===== src/rtl/branch_predictor_pkg.sv =====
// Shared definitions for the branch predictor: counter encodings, reset and
// allocation counter values, and the mispredict counter ceiling.
package branch_predictor_pkg;

  // 2-bit direction counter states; bit 1 is the taken/not-taken prediction.
  typedef enum logic [1:0] {
    BP_CTR_SNT = 2'b00,
    BP_CTR_WNT = 2'b01,
    BP_CTR_WT  = 2'b10,
    BP_CTR_ST  = 2'b11
  } bp_ctr_e;

  // Counter value after reset, and value given to a freshly allocated entry.
  localparam logic [1:0] BP_CTR_INIT  = 2'b01;
  localparam logic [1:0] BP_CTR_ALLOC = 2'b10;

  // Mispredict counter stops here instead of wrapping.
  localparam logic [31:0] BP_CNT_MAX = 32'hFFFF_FFFF;

endpackage


===== src/rtl/branch_predictor_sat_ctr.sv =====
// bp_sat_ctr: combinational next-state for a 2-bit saturating direction counter.
// Ports:
//   ctr_in  - current counter value
//   inc     - 1: step toward strongly taken, 0: step toward strongly not-taken
//   ctr_out - next counter value (holds at 00 and 11, never wraps)
module bp_sat_ctr
  import branch_predictor_pkg::*;
(
  input  logic [1:0] ctr_in,
  input  logic       inc,
  output logic [1:0] ctr_out
);

  // Saturating step through SNT <-> WNT <-> WT <-> ST.
  always_comb begin
    ctr_out = ctr_in;
    if (inc) begin
      case (ctr_in)
        BP_CTR_SNT: ctr_out = BP_CTR_WNT;
        BP_CTR_WNT: ctr_out = BP_CTR_WT;
        BP_CTR_WT:  ctr_out = BP_CTR_ST;
        BP_CTR_ST:  ctr_out = BP_CTR_ST;
        default:    ctr_out = ctr_in;
      endcase
    end else begin
      case (ctr_in)
        BP_CTR_SNT: ctr_out = BP_CTR_SNT;
        BP_CTR_WNT: ctr_out = BP_CTR_SNT;
        BP_CTR_WT:  ctr_out = BP_CTR_WNT;
        BP_CTR_ST:  ctr_out = BP_CTR_WT;
        default:    ctr_out = ctr_in;
      endcase
    end
  end

endmodule


===== src/rtl/branch_predictor.sv =====
// branch_predictor: direct-mapped BTB with 2-bit saturating direction counters.
// Lookup is combinational from registered tables; EX updates land on the clock edge.
// Ports:
//   clk, rst_n                       - clock (rising edge), async active-low reset
//   if_valid, if_pc                  - fetch lookup request
//   pred_taken, pred_hit, pred_target- lookup result (all zero on miss / idle)
//   upd_valid, upd_pc, upd_taken,
//   upd_target, upd_mispred          - resolved branch from EX
//   btb_flush                        - invalidate every entry on the next edge
//   mispred_cnt                      - saturating mispredict count
module branch_predictor
  import branch_predictor_pkg::*;
#(
  parameter int IDX_BITS = 6,
  parameter int TAG_BITS = 8
) (
  input  logic        clk,
  input  logic        rst_n,
  input  logic        if_valid,
  input  logic [31:0] if_pc,
  output logic        pred_taken,
  output logic        pred_hit,
  output logic [31:0] pred_target,
  input  logic        upd_valid,
  input  logic [31:0] upd_pc,
  input  logic        upd_taken,
  input  logic [31:0] upd_target,
  input  logic        upd_mispred,
  input  logic        btb_flush,
  output logic [31:0] mispred_cnt
);

  localparam int ENTRIES = 1 << IDX_BITS;

  logic [ENTRIES-1:0]  valid_q;
  logic [TAG_BITS-1:0] tag_q    [ENTRIES];
  logic [29:0]         target_q [ENTRIES];
  logic [1:0]          ctr_q    [ENTRIES];

  logic [IDX_BITS-1:0] lk_idx;
  logic [TAG_BITS-1:0] lk_tag;
  logic [IDX_BITS-1:0] up_idx;
  logic [TAG_BITS-1:0] up_tag;
  logic                up_hit;
  logic                up_alloc;
  logic [1:0]          ctr_next;
  logic                unused_bits;

  assign lk_idx = if_pc[IDX_BITS+1:2];
  assign lk_tag = if_pc[IDX_BITS+TAG_BITS+1:IDX_BITS+2];
  assign up_idx = upd_pc[IDX_BITS+1:2];
  assign up_tag = upd_pc[IDX_BITS+TAG_BITS+1:IDX_BITS+2];

  // Byte-offset and above-tag PC bits, and the low target bits, carry no information here.
  assign unused_bits = ^{if_pc, upd_pc, upd_target[1:0]};

  // Update-side tag match and allocation decision; a flush suppresses all table writes.
  assign up_hit   = valid_q[up_idx] && (tag_q[up_idx] == up_tag);
  assign up_alloc = upd_valid && !btb_flush && !up_hit && upd_taken;

  bp_sat_ctr u_sat_ctr (
    .ctr_in  (ctr_q[up_idx]),
    .inc     (upd_taken),
    .ctr_out (ctr_next)
  );

  // Lookup from pre-edge state: same-cycle updates are not bypassed.
  always_comb begin
    pred_hit    = 1'b0;
    pred_taken  = 1'b0;
    pred_target = 32'h0000_0000;
    if (if_valid && valid_q[lk_idx] && (tag_q[lk_idx] == lk_tag)) begin
      pred_hit    = 1'b1;
      pred_taken  = ctr_q[lk_idx][1];
      pred_target = {target_q[lk_idx], 2'b00};
    end else begin
      pred_hit    = 1'b0;
      pred_taken  = 1'b0;
      pred_target = 32'h0000_0000;
    end
  end

  // Valid bits: cleared by reset or flush, set on allocation.
  always_ff @(posedge clk or negedge rst_n) begin
    if (!rst_n) begin
      valid_q <= '0;
    end else if (btb_flush) begin
      valid_q <= '0;
    end else if (up_alloc) begin
      valid_q[up_idx] <= 1'b1;
    end else begin
      valid_q <= valid_q;
    end
  end

  // Direction counters: train on a hit, seed weak-taken on allocation.
  always_ff @(posedge clk or negedge rst_n) begin
    if (!rst_n) begin
      for (int i = 0; i < ENTRIES; i++) begin
        ctr_q[i] <= BP_CTR_INIT;
      end
    end else if (upd_valid && !btb_flush && up_hit) begin
      ctr_q[up_idx] <= ctr_next;
    end else if (up_alloc) begin
      ctr_q[up_idx] <= BP_CTR_ALLOC;
    end else begin
      ctr_q[up_idx] <= ctr_q[up_idx];
    end
  end

  // Tag and target arrays are not reset; they are meaningless until the valid bit is set.
  always_ff @(posedge clk) begin
    if (rst_n && up_alloc) begin
      tag_q[up_idx]    <= up_tag;
      target_q[up_idx] <= upd_target[31:2];
    end else if (rst_n && upd_valid && !btb_flush && up_hit && upd_taken) begin
      target_q[up_idx] <= upd_target[31:2];
    end else begin
      target_q[up_idx] <= target_q[up_idx];
    end
  end

  // Mispredict counter: counts regardless of flush, sticks at all-ones.
  always_ff @(posedge clk or negedge rst_n) begin
    if (!rst_n) begin
      mispred_cnt <= 32'h0000_0000;
    end else if (upd_valid && upd_mispred && (mispred_cnt != BP_CNT_MAX)) begin
      mispred_cnt <= mispred_cnt + 32'h0000_0001;
    end else begin
      mispred_cnt <= mispred_cnt;
    end
  end

endmodule


===== config.mk =====
export PLATFORM = sky130hd
export DESIGN_NAME = branch_predictor
export DESIGN_NICKNAME = d
export VERILOG_FILES = /design/src/rtl/branch_predictor_pkg.sv /design/src/rtl/branch_predictor_sat_ctr.sv /design/src/rtl/branch_predictor.sv
export SDC_FILE = /design/constraint.sdc
export NUM_CORES = 2
export LEC_CHECK = 0
export CAP_MARGIN = 20
export CORE_AREA = 2 2 417 832
export CTS_CLUSTER_SIZE = 20
export DETAILED_ROUTE_END_ITERATION = 10
export DIE_AREA = 0 0 419 834
export GPL_TIMING_DRIVEN = 0
export PLACE_DENSITY = 0.56
export SYNTH_ARGS = -nofsm -noshare
export SYNTH_HDL_FRONTEND = slang
export SYNTH_HIERARCHICAL = 1
export SYNTH_SLANG_ARGS = --single-unit

===== constraint.sdc =====
create_clock -name clk -period 9.15 [get_ports clk]
set_input_delay 2.2875 -clock clk [delete_from_list [all_inputs] [get_ports clk]]
set_output_delay 2.2875 -clock clk [all_outputs]
set_load 0.03 [all_outputs]

==> flow_summary_export.csv <==
group,metric,value,unit
worst_setup_path,worstPathCellList,"buf_2, buf_8, buf_4, buf_4, buf_4, buf_4, buf_4, clkbuf_8, mux4_2, mux4_2, a211oi_4, a211oi_2, dlygate4sd2_1",
run_status,violations,"negative setup slack",
global_route,grt_pass1_wl,552000,um
synthesis,synthCells,5329,
detailed_routing,dr.pass1.iters,5,
synthesis,synth_edf_count,2432,
synthesis,syn_area_per_cell,20.5,um2
detailed_routing,wirelength,415000,um
run_status,outcome,"finished, violations left",
detailed_routing,via_count,60200,
power,cellLeakagePower,40.7,nW
timing,maxSlewViolCount,0,
finish,final_common_cell,"edfxtp_1",
power,finalPower,26.1,mW
synthesis,synth_seq_cells,2656,
clock_network,clockBufferDepth,4,
clock_network,holdBufCountCts,0,
timing,fin_skew,63.8,ps
die,core_region_area,0.343,mm2
finish,drive_above_1_share,33.9,%
die,die_w,419,um
synthesis,ys_types,84,
die,die-area,0.349,mm2
finish,multi_input_area,0.0296,mm2
clock_network,cts-root-buf,"clkbuf_16",
global_route,grt_overflow_total,0,
clock_network,htreeDepth,4,
timing,worst_slew_pin_slew,1350,ps
worst_setup_path,path_class,"in2out",
worst_setup_path,cp-end-kind,"output pin",
synthesis,synth-main-ff-cell,"edfxtp_1",
finish,nNetsFinal,6023,
worst_setup_path,crit_top_cell,"buf_4",
worst_setup_path,r2r_setup_slack,3240,ps
clock_network,cts_sinks,2656,
global_route,antenna_found_initial,31,
clock_network,numCtsBuffers,244,
detailed_routing,post-route-drc-count,0,
synthesis,synthArstFlopShare,8.43,%
detailed_routing,wl_per_cell,38.7,um
placed_design,dp.final_hpwl,304000,um
die,start_util,31.9,%
worst_hold_path,worstHoldPathCells,2,
worst_hold_path,hold_class,"reg2reg",
worst_setup_path,start_kind,"input pin",
clock_network,cts_tree,"done",
placed_design,post_dp_cell_area,0.120,mm2
worst_setup_path,arrival,6970,ps
power,vdd_drop_max,0.190,mV
timing,hold_viol_final,0,
timing,rsz0062_at_grt,"no",
worst_setup_path,slowest_stage,"a211oi_4",
timing,slew-limit-headroom,9.94,%
clock_network,worstSkewPairLatency,930,ps
worst_setup_path,required,6860,ps
power,power.density,202,mW/mm2
clock_network,path_clk_slew,60,ps
job,maxCapViolCount,0,
die,fp-row-count,304,
timing,fin_crit,9250,ps
detailed_routing,drt-initial-drc-count,7298,
finish,fillers,31100,
placed_design,numPortBuffers,121,
worst_setup_path,cpPeakStageDelay,660,ps
timing,setup_violations,44,
synthesis,ys.warnings.count,6,
synthesis,seq_area_frac_synth,72.1,%
timing,setup_slack,-103,ps
detailed_routing,routed_via_density,5.61,
die,io_pins,169,
finish,fin_area,0.129,mm2
worst_hold_path,min_from,"ctr_q[94]",
finish,area_growth_syn_to_layout,18.4,%
finish,seqCellArea,0.0787,mm2
synthesis,netlist_area,0.109,mm2
global_route,grt_pass1_vias,62500,
worst_setup_path,rr_endpoint,"tag_q[11][7]",
timing,timing.fmax,108,MHz
global_route,grt_max_degree,118,
finish,final_cell_mix,"2432 x edfxtp_1, 891 x mux4_2, 246 x clkbuf_16",
worst_setup_path,cp_max_fo,10,
die,die_h,834,um
finish,fin_util,37.7,%
worst_setup_path,reg2reg_from,"tag_q[10][7]",
global_route,gr-usage-all-layers,23.6,%
worst_setup_path,r2r_cells,12,
placed_design,place_congestion,0.975,
detailed_routing,postRouteAntennaNets,0,
worst_hold_path,min_delay_worst_endpoint,"ctr_q[94]",
timing,period_share,101,%
layer usage:
metal,track usage [%],part of all wire [%],vias up
met2,43.1,53,3147
met4,21.1,11,12
met5,0,0.019,-
met1,22.3,30,32300
li1,-,-,23500
met3,4.18,5.9,1233
logic make-up (layout without fill, tap and decap cells):
kind of cell    after synthesis  in the layout  share of synthesized area, %
xor+xnor                     45             45                         0.368
other cells                   1             22                       0.00343
compound gates              500            500                          3.16
fa+ha+maj                     3              3                        0.0321
flops                      2656           2656                          72.1
buf+inv                     363           1153                          1.67
mux                        1014           1014                          19.5
simple gates                747            747                          3.16
power breakdown:
| part | internal (mW) | total (mW) | switching, mW |
|---|---|---|---|
| logic | 0.766 | 2.14 | 1.37 |
| registers | 13.4 | 13.5 | 0.0900 |
| clock network | 5.78 | 10.5 | 4.72 |
| total | 19.9 | 26.1 | 6.18 |
registers in the layout (all words and copies together) (netlist names):
name	cells
target_q	1920
tag_q	512
ctr_q	128
valid_q	64
mispred_cnt	32
worst max path at each step:
stage	to	cells after the start	start	slack, ps
6_report	pred_target[12]	13	if_pc[3]	-100
5_1_grt	pred_target[22]	10	if_pc[4]	2
3_3_place_gp	target_q[44][9]	4	rst_n	-9600
4_1_cts	pred_hit	13	if_pc[2]	0.1
2_1_floorplan	pred_taken	12	if_pc[2]	1080
3_5_place_dp	pred_target[22]	13	if_pc[3]	-2430
metrics by stage:
step,TNS (ps),cells,setup slack (ps),hold slack [ps]
2_1_floorplan,0,5330,1080,443
3_3_place_gp,-,10000,-9600,453
3_5_place_dp,-222550,10300,-2430,460
4_1_cts,0,10700,0.103,470
5_1_grt,0,10700,2.15,478
6_report,-1390,10700,-103,469
worst max-delay path: cells and delay by family:
kind / cells / cell delay [ps]
buffers and inverters: 9 / 2770
AOI/OAI and AO/OA: 2 / 860
muxes: 2 / 920
timing repair:
| action | 4_1_cts | 5_1_grt |
|---|---|---|
| endpoints found under the setup margin | 32 | 30 |
| pin swaps | 1 | 1 |
| gates resized for setup | 302 | 29 |
| gates cloned | 0 | 0 |
| buffers inserted | 0 | 0 |
area by class of cell:
type,instances,area share (%)
diodes,20,0.0387
plain buffers,349,1.69
clock buffers,298,5.00
clock inverters,149,1.19
inverters,13,0.0377
multi-input cells,2311,22.9
flip-flops and latches,2656,60.9
well taps,4590,4.44
repair buffers,344,3.82
cells in the mapped netlist (17+ instances only):
library cell	number	area [um2]
o21ai_2	60	526
o21ai_0	24	120
nand2_1	237	890
nor2_1	294	1100
buf_2	99	495
o22ai_1	29	181
a211oi_1	42	315
buf_4	32	240
mux2_2	23	259
clkbuf_1	147	552
a22oi_1	38	285
edfxtp_1	2432	73000
xnor2_1	29	254
o21ai_1	65	325
mux2i_1	97	971
nand3_1	39	195
mux4_2	891	20100
dfstp_2	64	1680
dfrtp_1	160	4000
nor3_1	26	130
nand3b_1	20	150
a221oi_1	46	403
nor2b_1	40	250
buf_1	47	176
a21oi_1	115	576
buf_6	17	191
(Power assumes the default switching activity.)
